File: src/rtl/hamming_pkg.sv
// Shared constants and helpers for the Hamming(12,8) SEC codec.
// Codeword index i carries Hamming position i+1; parity lives at the
// power-of-two positions and data fills the remaining slots in order.
package hamming_pkg;

    localparam int unsigned DATA_W = 8;
    localparam int unsigned CODE_W = 12;
    localparam int unsigned SYN_W  = 4;

    // Codeword index of data bit d[i] (entry 0 is d0).
    localparam logic [DATA_W-1:0][3:0] DATA_IDX = {
        4'd11, 4'd10, 4'd9, 4'd8, 4'd6, 4'd5, 4'd4, 4'd2
    };

    // Codeword index of parity bit p[i] (p1, p2, p4, p8).
    localparam logic [SYN_W-1:0][3:0] PAR_IDX = {
        4'd7, 4'd3, 4'd1, 4'd0
    };

    // Even parity over the data bits each check position covers.
    function automatic logic [SYN_W-1:0] calc_parity(input logic [DATA_W-1:0] d);
        logic [SYN_W-1:0] p;
        p[0] = d[0] ^ d[1] ^ d[3] ^ d[4] ^ d[6];
        p[1] = d[0] ^ d[2] ^ d[3] ^ d[5] ^ d[6];
        p[2] = d[1] ^ d[2] ^ d[3] ^ d[7];
        p[3] = d[4] ^ d[5] ^ d[6] ^ d[7];
        return p;
    endfunction

    // Pull the eight data bits out of their codeword slots.
    function automatic logic [DATA_W-1:0] extract_data(input logic [CODE_W-1:0] code);
        logic [DATA_W-1:0] d;
        d = '0;
        for (int unsigned i = 0; i < DATA_W; i++) begin
            d[i] = code[DATA_IDX[i]];
        end
        return d;
    endfunction

endpackage

File: src/rtl/hamming_parity_gen.sv
// Combinational parity generator: 8 data bits -> 4 Hamming check bits.
module hamming_parity_gen
    import hamming_pkg::*;
(
    input  logic [DATA_W-1:0] data_i,
    output logic [SYN_W-1:0]  parity_o
);

    assign parity_o = calc_parity(data_i);

endmodule

File: src/rtl/hamming_codec.sv
// Registered Hamming(12,8) SEC codec with independent encode and decode paths.
// Optional build macro HAMMING_SYNDROME_OUT_EN adds dec_syndrome_o and
// dec_uncorr_o, both aligned with dec_valid_o.
module hamming_codec
    import hamming_pkg::*;
(
    input  logic                clk,
    input  logic                rst,
    input  logic                enc_valid_i,
    input  logic [DATA_W-1:0]   enc_data_i,
    output logic                enc_valid_o,
    output logic [CODE_W-1:0]   enc_code_o,
    input  logic                dec_valid_i,
    input  logic [CODE_W-1:0]   dec_code_i,
    output logic                dec_valid_o,
    output logic [DATA_W-1:0]   dec_data_o,
    output logic                dec_error_o
`ifdef HAMMING_SYNDROME_OUT_EN
    ,
    output logic [SYN_W-1:0]    dec_syndrome_o,
    output logic                dec_uncorr_o
`endif
);

    logic [SYN_W-1:0]  enc_par;
    logic [CODE_W-1:0] enc_code_d;
    logic              enc_valid_q;
    logic [CODE_W-1:0] enc_code_q;

    logic [DATA_W-1:0] dec_raw_data;
    logic [SYN_W-1:0]  dec_par;
    logic [SYN_W-1:0]  dec_syn;
    logic [CODE_W-1:0] dec_fixed;
    logic [DATA_W-1:0] dec_data_d;
    logic              dec_error_d;
    logic              dec_valid_q;
    logic [DATA_W-1:0] dec_data_q;
    logic              dec_error_q;

    hamming_parity_gen u_enc_par (
        .data_i   (enc_data_i),
        .parity_o (enc_par)
    );

    // Scatter data and parity bits into their codeword positions.
    always_comb begin
        enc_code_d = '0;
        for (int unsigned i = 0; i < DATA_W; i++) begin
            enc_code_d[DATA_IDX[i]] = enc_data_i[i];
        end
        for (int unsigned i = 0; i < SYN_W; i++) begin
            enc_code_d[PAR_IDX[i]] = enc_par[i];
        end
    end

    // Encode output registers: valid follows valid_i, code loads only on valid.
    always_ff @(posedge clk) begin
        if (rst) begin
            enc_valid_q <= 1'b0;
            enc_code_q  <= '0;
        end else begin
            enc_valid_q <= enc_valid_i;
            if (enc_valid_i) begin
                enc_code_q <= enc_code_d;
            end
        end
    end

    assign dec_raw_data = extract_data(dec_code_i);

    hamming_parity_gen u_dec_par (
        .data_i   (dec_raw_data),
        .parity_o (dec_par)
    );

    // Syndrome from recomputed vs received parity; flip the addressed bit
    // only when the syndrome names a real position (1..12).
    always_comb begin
        dec_syn   = '0;
        dec_fixed = dec_code_i;
        for (int unsigned i = 0; i < SYN_W; i++) begin
            dec_syn[i] = dec_par[i] ^ dec_code_i[PAR_IDX[i]];
        end
        for (int unsigned i = 0; i < CODE_W; i++) begin
            if (dec_syn == 4'(i + 1)) begin
                dec_fixed[i] = ~dec_code_i[i];
            end
        end
        dec_data_d  = extract_data(dec_fixed);
        dec_error_d = |dec_syn;
    end

`ifdef HAMMING_SYNDROME_OUT_EN
    logic [SYN_W-1:0] dec_syn_q;
    logic             dec_uncorr_d;
    logic             dec_uncorr_q;

    assign dec_uncorr_d   = (dec_syn > 4'd12);
    assign dec_syndrome_o = dec_syn_q;
    assign dec_uncorr_o   = dec_uncorr_q;
`else
    // Syndrome and uncorrectable flag are not exported in this build.
`endif

    // Decode output registers: valid follows valid_i, results load only on valid.
    always_ff @(posedge clk) begin
        if (rst) begin
            dec_valid_q <= 1'b0;
            dec_data_q  <= '0;
            dec_error_q <= 1'b0;
`ifdef HAMMING_SYNDROME_OUT_EN
            dec_syn_q    <= '0;
            dec_uncorr_q <= 1'b0;
`endif
        end else begin
            dec_valid_q <= dec_valid_i;
            if (dec_valid_i) begin
                dec_data_q  <= dec_data_d;
                dec_error_q <= dec_error_d;
`ifdef HAMMING_SYNDROME_OUT_EN
                dec_syn_q    <= dec_syn;
                dec_uncorr_q <= dec_uncorr_d;
`endif
            end
        end
    end

    assign enc_valid_o = enc_valid_q;
    assign enc_code_o  = enc_code_q;
    assign dec_valid_o = dec_valid_q;
    assign dec_data_o  = dec_data_q;
    assign dec_error_o = dec_error_q;

endmodule

File: config.mk
export PLATFORM = sky130hd
export DESIGN_NAME = hamming_codec
export DESIGN_NICKNAME = d
export VERILOG_FILES = /design/src/rtl/hamming_pkg.sv /design/src/rtl/hamming_parity_gen.sv /design/src/rtl/hamming_codec.sv
export SDC_FILE = /design/constraint.sdc
export NUM_CORES = 1
export LEC_CHECK = 0
export ABC_AREA = 1
export BUFFER_PORTS_ARGS = -buffer_cell sky130_fd_sc_hd__buf_2
export CAP_MARGIN = 20
export CORE_MARGIN = 2
export CORE_UTILIZATION = 40
export DETAILED_ROUTE_END_ITERATION = 8
export PLACE_DENSITY = 0.73
export SLEW_MARGIN = 20
export SYNTH_ARGS = -nofsm -noshare
export SYNTH_HDL_FRONTEND = slang
export SYNTH_SLANG_ARGS = --single-unit
File: constraint.sdc
create_clock -name clk -period 2.2 [get_ports clk]
set_clock_uncertainty 0.1 [all_clocks]
set_input_delay 0.22 -clock clk [delete_from_list [all_inputs] [get_ports clk]]
set_output_delay 0.22 -clock clk [all_outputs]
set_load 0.05 [all_outputs]
==> results of run 1 <==
==> report_power, final <==
part	internal [uW]	total [uW]	switching (uW)	leakage, uW
clock	128	266	138	0.0000217
combinational	130	449	318	0.000815
sequential	449	463	14.3	0.000191
total	707	1180	470	0.00103
==> cells in the final DEF, fill, tap and decap left out <==
cell type / count
nand2_1: 75
nor2_1: 38
dfxtp_1: 23
nand3b_1: 3
nand3_1: 24
o221ai_1: 1
a31oi_1: 1
nor2_4: 1
inv_2: 5
nor2_2: 4
xor2_1: 5
inv_1: 23
buf_2: 46
nand2_2: 9
or2_2: 1
o21ai_0: 11
a21oi_1: 3
clkinvlp_4: 1
o21ai_1: 5
xnor2_1: 8
nand2_4: 1
o211ai_1: 3
clkbuf_8: 3
==> cell usage after synthesis <==
cell type	number	area share (%)
nor2_4	1	0.73
a31oi_1	1	0.41
buf_6	1	0.73
clkbuf_8	2	1.8
clkbuf_1	3	0.73
o221ai_1	1	0.57
o211ai_1	3	1.5
nand2_1	75	18
or2_2	1	0.41
xnor2_1	8	4.6
nand2_2	9	3.7
a21oi_1	3	0.98
o21ai_0	11	3.6
xor2_1	5	2.8
nand3_1	24	7.8
nand3b_1	3	1.5
inv_1	23	5.6
o21ai_1	5	1.6
nor2_1	38	9.3
dfxtp_1	23	30
inv_2	5	1.2
nor2_2	4	1.6
nand2_4	1	0.73
==> how the worst min path moves through the flow <==
| stage | endpoint | cells past startpoint |
|---|---|---|
| floorplan | enc_code_o[11] | 2 |
| global placement | enc_code_o[3] | 2 |
| detailed placement | enc_code_o[3] | 2 |
| CTS | enc_code_o[9] | 3 |
| global route | enc_code_o[9] | 3 |
| finish | enc_code_o[9] | 3 |
==> layout make-up <==
cell class | count | area [um^2]
clock inverter | 1 | 7.507
sequential | 23 | 460.4
inverter | 28 | 105.1
clock buffer | 3 | 41.29
fill | 406 | 1861
tap | 48 | 60.06
timing repair buffer | 46 | 230.2
multi-input combinational | 193 | 923.4
==> registers in the layout (all words and copies together) (netlist names) <==
signal / flops
enc_code_o: 12
enc_valid_o: 1
dec_valid_o: 1
dec_data_o: 8
dec_error_o: 1
==> critical path: stages <==
cell and delay, ps:
buf_2 150, inv_2 120, nand2_1 80, nand2_2 90, nand2_2 60, nand2_1 70
nand2_2 60, nand2_4 100, nand2_2 80, o21ai_1 120, nand3_1 120, nand2_1 90
inv_1 40
==> through the flow <==
stage          instance area (um^2)  power, uW  hold slack (ps)  utilization (%)  setup WS, ps
3_3_place_gp                   1779      917.1            360.5            48.24         609.4
2_1_floorplan                  1539      817.5            254.9                -         938.2
4_1_cts                        1828       1191            114.0            49.56         893.8
5_1_grt                        1828       1262            129.3            49.56         715.0
6_report                       1828       1178            117.0            49.56         871.5
3_5_place_dp                   1779      921.7            367.1            48.24         608.0
==> routing by layer <==
| metal | vias to the layer above | share of wire (%) |
|---|---|---|
| met1 | 721 | 46 |
| li1 | 865 | - |
| met4 | 0 | 1.5 |
| met2 | 50 | 45 |
| met3 | 4 | 6.8 |
| met5 | - | 0 |
==> cells by family (layout without fill, tap and decap cells) <==
family,Yosys count,count (layout),share of synthesized area (%)
buffers and inverters,34,78,10.08
XOR/XNOR,13,13,7.398
flip-flops,23,23,29.92
AND/OR/NAND/NOR,156,156,43.98
AO/OA/AOI/OAI,24,24,8.617
==> summary.md, run 1 <==
| Metric | Value |
|---|---|
| Worst r2r src | dec_error_o |
| GRT busiest layer | met2 |
| GRT overflow | 0 |
| Clock root buffer | clkbuf_8 |
| Standard-cell row count | 22 |
| Antenna violations before repair | 0 |
| Final ANT Viol Nets | 0 |
| Vias in the first global route | 1488 |
| H-tree Lvls | 1 |
| Met2 usage in global routing | 30.56% |
| HP Start | enc_data_i[5] |
| PortBufs | 46 |
| Hold Buf Count CTS | 0 |
| Dpl hpwl | 2.840 mm |
| Final WL | 3.556 mm |
| FF-to-FF End | dec_error_o |
| Status | completed |
| Final std cells w/o fill | 342 |
| Ant diodes | 0 |
| Endpoints failing setup | 0 |
| Yosys reg bits | 23 |
| Setup slack, reg-to-reg | 1430 ps |
| Ratio of final minimum period to clock period | 60.39% |
| Tmin final | 1329 ps |
| DIE AREA | 0.004359 mm^2 |
| Critical Path AT | 1400 ps |
| Clock transition at path regs | 90 ps |
| Mapped Area | 0.001539 mm^2 |
| Final net count | 319 |
| Total CTS buffers | 3 |
| Drt drc | 0 |
| Routability Congestion | 0.8855 |
| Crit path launch | dec_code_i[10] |
| Via-to-Cell Ratio | 4.795 |
| Layout cells sized above 1 | 24.15% |
| Hold Vio Cnt, Final | 0 |
| Clock tree sinks | 23 |
| First-pass GRT wire length | 6.051 mm |
| Met1 Use GR | 21.46% |
| IO Pins | 47 |
| Leakage | 0.001028 uW |
| Clock latency on the worst-skew pair | 260 ps |
| Max Cap Viol | 0 |
| Initial Util | 41.72% |
| Ys Warns | 0 |
| Largest net degree at the start of global routing | 20 |
| Peak supply drop | 0.2364 mV |
| Setup CP Type | input pin to register |
| GRT Total Usage | 17.73% |
| Worst Max-Slew Pin Slew | 413.6 ps |
| Critical Path Source Type | input pin |
| DR WL/cell | 10.40 um |
| Routed vias | 1640 |
| Worst Setup EP | dec_data_o[3] |
| Register-to-Register Path Depth | 2 |
| Avg Cell Area, Syn | 6.156 um^2 |
| CTS tree | done |
| # resized after CTS | 0 |
| CP endpoint kind | register |
| CP required | 2280 ps |
| RSZ-0062 raised after global routing | false |
| Max clock buf depth | 2 |
| DRT iter0 DRCs | 49 |
| Chip Height | 66.03 um |
| Power density cells | 644.3 mW/mm^2 |
| Sequential area share after synthesis | 29.92% |
| Fmax | 752.7 MHz |
| Net Count, Synth | 274 |
| Die width | 66.03 um |
| Critical path peak fanout | 7 |
| Final number of max-transition violations | 0 |
| Area delta synth->final | 18.78% |
| # Post-CTS Setup Buffers | 0 |
| Fin Setup TNS | 0 ps |
| Count of different cell masters after synthesis | 23 |
| Core box area | 0.003689 mm^2 |
| Mapped Cells | 250 |
| Rel. slew slack | 72.40% |
| Routing usage on met3 | 4.259% |
| Hold/Removal Path Class | input pin to register |
| Router iterations before antenna repair | 4 |
| Dpl cells | 338 |
No activity file was read; power rests on OpenSTA's default activity.
==> run 2, diff against run 1 <==
--- a/config.mk
+++ b/config.mk
@@ -11,7 +11,7 @@
 export CORE_MARGIN = 2
 export CORE_UTILIZATION = 40
 export DETAILED_ROUTE_END_ITERATION = 8
-export PLACE_DENSITY = 0.73
+export PLACE_DENSITY = 0.75
 export SLEW_MARGIN = 20
 export SYNTH_ARGS = -nofsm -noshare
 export SYNTH_HDL_FRONTEND = slang
==> constraint.sdc (replaced) <==
create_clock -name clk -period 1.19 [get_ports clk]
set_clock_uncertainty 0.1 [all_clocks]
set_input_delay 0.119 -clock clk [delete_from_list [all_inputs] [get_ports clk]]
set_output_delay 0.119 -clock clk [all_outputs]
set_load 0.05 [all_outputs]
==> summary.md, run 2 (synthesis gave the netlist of run 1 again) <==
| Metric | Value |
|---|---|
| Status | complete, but fails checks |
| Failing checks | setup timing |
| GRT overflow | 0 (unchanged) |
| PortBufs | 46 (unchanged) |
| Largest net degree at the start of global routing | 20 (unchanged) |
| Clock root buffer | clkbuf_8 |
| Fin Setup TNS | -63.91 ps (-63.91 ps) |
| Chip Height | 66.03 um (unchanged) |
| Max Cap Viol | 0 (unchanged) |
| H-tree Lvls | 1 (unchanged) |
| Final WL | 4.459 mm (+25%) |
| Dpl hpwl | 3.073 mm (+8.2%) |
| Drt drc | 0 (unchanged) |
| Post-Place Worst Slack | -287.8 ps (-895.8 ps) |
| Clock tree sinks | 23 (unchanged) |
| Core box area | 0.003689 mm^2 (unchanged) |
| Layout cells sized above 1 | 45.14% (+21 points) |
| Via-to-Cell Ratio | 4.935 (+2.9%) |
| Vias in the first global route | 1574 (+5.8%) |
| Tmin final | 1239 ps |
| CP endpoint kind | register |
| Hold Vio Cnt, Final | 0 (unchanged) |
| Ant diodes | 0 (unchanged) |
| Fmax | 807.1 MHz |
| Area delta synth->final | 50.33% |
| Most frequent cells in the layout | nand2_1 (43), buf_2 (37), nand2_2 (34), nor2_1 (34) |
| RSZ-0062 raised after global routing | true |
| Total CTS buffers | 3 (unchanged) |
| Die width | 66.03 um (unchanged) |
| Max clock buf depth | 2 (unchanged) |
| Ratio of final minimum period to clock period | 104.1% |
| Critical path peak fanout | 6 (-1) |
| Largest register FFs | 12 (unchanged) |
| Hold Buf Count CTS | 0 (unchanged) |
| Standard-cell row count | 22 (unchanged) |
| Hold/Removal Path Class | input pin to register |
| IO Pins | 47 (unchanged) |
| Routed vias | 1811 (+10%) |
| GRT Total Usage | 18.04% (+0.31 points) |
| CP required | 1260 ps (-1020 ps) |
| Final number of max-transition violations | 0 (unchanged) |
| Final net count | 344 (+7.8%) |
| Worst Max-Slew Pin Slew | 318.5 ps (-95.03 ps) |
| Clock latency on the worst-skew pair | 260 ps (about the same) |
| Peak supply drop | 0.5529 mV (+130%) |
| Final ANT Viol Nets | 0 (unchanged) |
| Routability Congestion | 0.8929 (+0.84%) |
| DIE AREA | 0.004359 mm^2 (unchanged) |
| Final Worst Setup Slack | -49.04 ps (-920.5 ps) |
| Rel. slew slack | 78.76% (+6.4 points) |
| Endpoints failing setup | 3 (+3) |
| First-pass GRT wire length | 6.216 mm (+2.7%) |
| Leakage | 0.001233 uW (+20%) |
| Commonest non-fill, non-tap cell in the layout | nand2_1 |
| CTS tree | done |
| Antenna violations before repair | 0 (unchanged) |
| Critical Path Source Type | input pin |
| Clock transition at path regs | 80 ps (about the same) |
| Hold Slack | 28.02 ps (-88.99 ps) |
| Power density cells | 1045 mW/mm^2 (+62%) |
| DR WL/cell | 12.15 um (+17%) |
| DRT iter0 DRCs | 116 (+140%) |
| Setup CP Type | input pin to register |
| Initial Util | 41.72% (unchanged) |
| Critical Path AT | 1310 ps (-90 ps) |
| Router iterations before antenna repair | 4 (unchanged) |
==> run 2: cell types whose count changed in the layout (fill, tap and decap cells not counted), sizes merged <==
cell | previous run | this run
clkbuf | 3 | 4
clkinvlp | 1 | 0
inv | 28 | 27
clkinv | 0 | 2
buf | 46 | 70
==> run 2: report_power, final <==
| part | leakage [uW] | switching (uW) | total, uW | internal, uW |
|---|---|---|---|---|
| Combinational | 0.00102 | 709 | 1080 | 373 |
| Clock | 0.0000255 | 245 | 479 | 234 |
| Sequential | 0.000191 | 26.7 | 857 | 830 |
==> run 2: worst paths after layout <==
path / slack [ps] / end / start / depth (start not counted)
worst max-delay path: -50 / dec_data_o[5] / dec_code_i[2] / 13
worst max register to register: 440 / dec_data_o[6] / dec_data_o[6] / 4
worst min-delay path: 30 / enc_code_o[4] / enc_data_i[1] / 3
worst min register to register: 380 / enc_code_o[7] / enc_code_o[7] / 2
==> run 2: worst max-delay path, stage by stage <==
cell	delay, ps
buf_12	120
nand2_1	100
nand2_1	70
nand2_1	80
nand2_2	80
inv_2	80
nand2_2	70
nand2_4	120
nand2_4	70
o21ai_1	170
nand3_1	110
nand2_1	80
inv_1	40
==> run 2: stage by stage <==
stage / cells / cell area, um^2 / total power, uW / util, %
6_report: 367 / 2313 / 2418 / 62.72
3_5_place_dp: 360 / 1957 / 1766 / 53.05
4_1_cts: 364 / 2013 / 2253 / 54.58
5_1_grt: 367 / 2313 / 2556 / 62.72
3_3_place_gp: 360 / 1957 / 1749 / 53.05
2_1_floorplan: 250 / 1539 / 1511 / -
==> run 2: repair_timing <==
| action | in CTS | in global routing |
|---|---|---|
| buffers inserted | 0 | 3 |
| gates cloned | 0 | 0 |
| setup endpoints to repair | 1 | 8 |
| endpoints found under the hold margin | 0 | 0 |
| pin swaps | 0 | 40 |
| resized for setup | 2 | 91 |
==> run 2: area by class of cell <==
class | count | area [um^2]
Fill cell | 341 | 1375
Multi-Input combinational cell | 193 | 1117
Timing Repair Buffer | 71 | 499.2
Sequential cell | 23 | 460.4
Inverter | 28 | 130.1
Tap cell | 48 | 60.06
Clock buffer | 3 | 41.29
Clock inverter | 1 | 5.005
==> run 2: per-layer routing <==
| layer | GRT usage [%] | vias up | part of all wire, % |
|---|---|---|---|
| li1 | - | 920 | - |
| met4 | 4.337 | 0 | 2.2 |
| met3 | 4.089 | 9 | 6.0 |
| met2 | 32.20 | 62 | 51 |
| met1 | 21.86 | 820 | 41 |
| met5 | 0 | - | 0 |
==> run 3, diff against run 2 <==
--- a/config.mk
+++ b/config.mk
@@ -12,6 +12,8 @@
 export CORE_UTILIZATION = 40
 export DETAILED_ROUTE_END_ITERATION = 8
 export PLACE_DENSITY = 0.75
+export RECOVER_POWER = 50
+export SETUP_SLACK_MARGIN = 0.5
 export SLEW_MARGIN = 20
 export SYNTH_ARGS = -nofsm -noshare
 export SYNTH_HDL_FRONTEND = slang
==> summary.md, run 3 (synthesis gave the netlist of run 1 again) <==
| Metric | Value |
|---|---|
| Peak supply drop | 0.7312 mV (+32%) |
| Critical Path AT | 1280 ps (-30 ps) |
| Core box area | 0.003689 mm^2 (unchanged) |
| DRT iter0 DRCs | 89 (-23%) |
| Commonest non-fill, non-tap cell in the layout | nand2_1 |
| Clock latency on the worst-skew pair | 260 ps (about the same) |
| Final net count | 349 (+1.5%) |
| Largest net degree at the start of global routing | 20 (unchanged) |
| Initial Util | 41.72% (unchanged) |
| Clock tree sinks | 23 (unchanged) |
| Largest register FFs | 12 (unchanged) |
| Clock root buffer | clkbuf_8 |
| Ant diodes | 0 (unchanged) |
| First-pass GRT wire length | 7.493 mm (+21%) |
| Filler cell count | 237 (-30%) |
| CP required | 1250 ps (about the same) |
| DIE AREA | 0.004359 mm^2 (unchanged) |
| Total CTS buffers | 3 (unchanged) |
| Power Total | 2767 uW (+14%) |
| Dpl hpwl | 3.035 mm (-1.2%) |
| PortBufs | 46 (unchanged) |
| Final Worst Setup Slack | -31.37 ps (+17.66 ps) |
| Tmin final | 1221 ps (-17.66 ps) |
| Rel. slew slack | 76.24% (-2.5 points) |
| GRT Total Usage | 22.24% (+4.2 points) |
| Final ANT Viol Nets | 0 (unchanged) |
| Setup slack, reg-to-reg | 280 ps (-160 ps) |
| Routed vias | 1879 (+3.8%) |
| Vias in the first global route | 1744 (+11%) |
| Final WL | 5.148 mm (+15%) |
| Setup CP Type | input pin to register |
| Status | complete, but fails checks |
| Leakage | 0.001379 uW (+12%) |
| Ratio of final minimum period to clock period | 102.6% (-1.5 points) |
| Worst Max-Slew Pin Slew | 352.6 ps (+34.07 ps) |
| Routability Congestion | 0.8844 (-0.95%) |
| Clock transition at path regs | 90 ps (about the same) |
| Layout cells sized above 1 | 62.35% (+17 points) |
| Chip Height | 66.03 um (unchanged) |
| RSZ-0062 raised after global routing | true |
| CP endpoint kind | register |
| Fmax | 818.8 MHz (+1.4%) |
| DR WL/cell | 13.84 um (+14%) |
| Die width | 66.03 um (unchanged) |
| IO Pins | 47 (unchanged) |
| Hold/Removal Path Class | input pin to register |
| Power density cells | 955.4 mW/mm^2 (-8.6%) |
| Post-layout util | 78.53% (+16 points) |
| Antenna violations before repair | 0 (unchanged) |
| Standard-cell row count | 22 (unchanged) |
| Hold Vio Cnt, Final | 0 (unchanged) |
| Most frequent cells in the layout | nand2_1 (42), nand2_2 (32), nor2_1 (32) |
| Final number of max-transition violations | 0 (unchanged) |
| CTS tree | done |
| Router iterations before antenna repair | 4 (unchanged) |
| Hold Crit Depth | 3 (unchanged) |
| Via-to-Cell Ratio | 5.051 (+2.4%) |
| Critical Path Source Type | input pin |
| H-tree Lvls | 1 (unchanged) |
| Max clock buf depth | 2 (unchanged) |
| Failing checks | setup timing |
| Max Cap Viol | 0 (unchanged) |
| Register-to-Register Path Depth | 2 (-2) |
| GRT overflow | 0 (unchanged) |
| Endpoints failing setup | 4 (+1) |
| Drt drc | 0 (unchanged) |
| Area delta synth->final | 88.21% |
| Critical path peak fanout | 4 (-2) |
## run 3: layer usage
metal,vias to the layer above,part of all wire (%),track usage [%]
met3,10,3.5,3.578
met1,880,38,25.16
met4,0,2.1,6.378
li1,933,-,-
met5,-,0,0
met2,56,56,42.42
## run 3: power breakdown
group	total, uW	internal, uW	switching, uW
clock network	481	233	247
logic	1390	594	798
registers	894	835	59.7
## run 3: cell type report
cell class / count / area, um^2 / area share (%)
well taps: 48 / 60.06 / 2.073
flip-flops and latches: 23 / 514.2 / 17.75
clock buffers: 3 / 41.29 / 1.425
clock inverters: 1 / 5.005 / 0.1728
multi-input cells: 193 / 1306 / 45.10
inverters: 28 / 138.9 / 4.795
repair buffers: 76 / 830.8 / 28.68
## run 3: what timing repair did
action	4_1_cts	5_1_grt
endpoints found under the hold margin	1	0
setup endpoints to repair	44	44
gates resized for setup	133	69
pin swaps	41	35
setup buffers	4	9
## run 3: through the flow
| stage | hold slack (ps) | setup TNS (ps) | setup slack, ps | std cells | cell area, um^2 |
|---|---|---|---|---|---|
| floorplan | 152.6 | 0 | 77.02 | 250 | 1715 |
| global placement | 304.2 | -2039 | -278.7 | 355 | 2053 |
| detailed placement | 308.1 | -2159 | -286.6 | 355 | 2053 |
| CTS | -4.295 | 0 | 94.01 | 363 | 2582 |
| global route | 20.02 | -476.6 | -99.00 | 372 | 2897 |
| finish | 19.75 | -67.67 | -31.37 | 372 | 2897 |
## run 3: worst max-delay path, stage by stage
cell     delay (ps)
buf_8           110
nor2_4          140
inv_2            50
nand2_2          70
nand2_2          70
nand2_2          80
nand2_2          80
nand2_4         140
nand2_4          80
o21ai_2         120
nand3_1          80
nand2_1         100
inv_1            40
## run 3: path summary, 6_finish.rpt
kind	start	endpoint
max	dec_code_i[1]	dec_data_o[3]
min	enc_data_i[4]	enc_code_o[8]
max reg2reg	dec_error_o	dec_error_o
min reg2reg	enc_code_o[7]	enc_code_o[7]
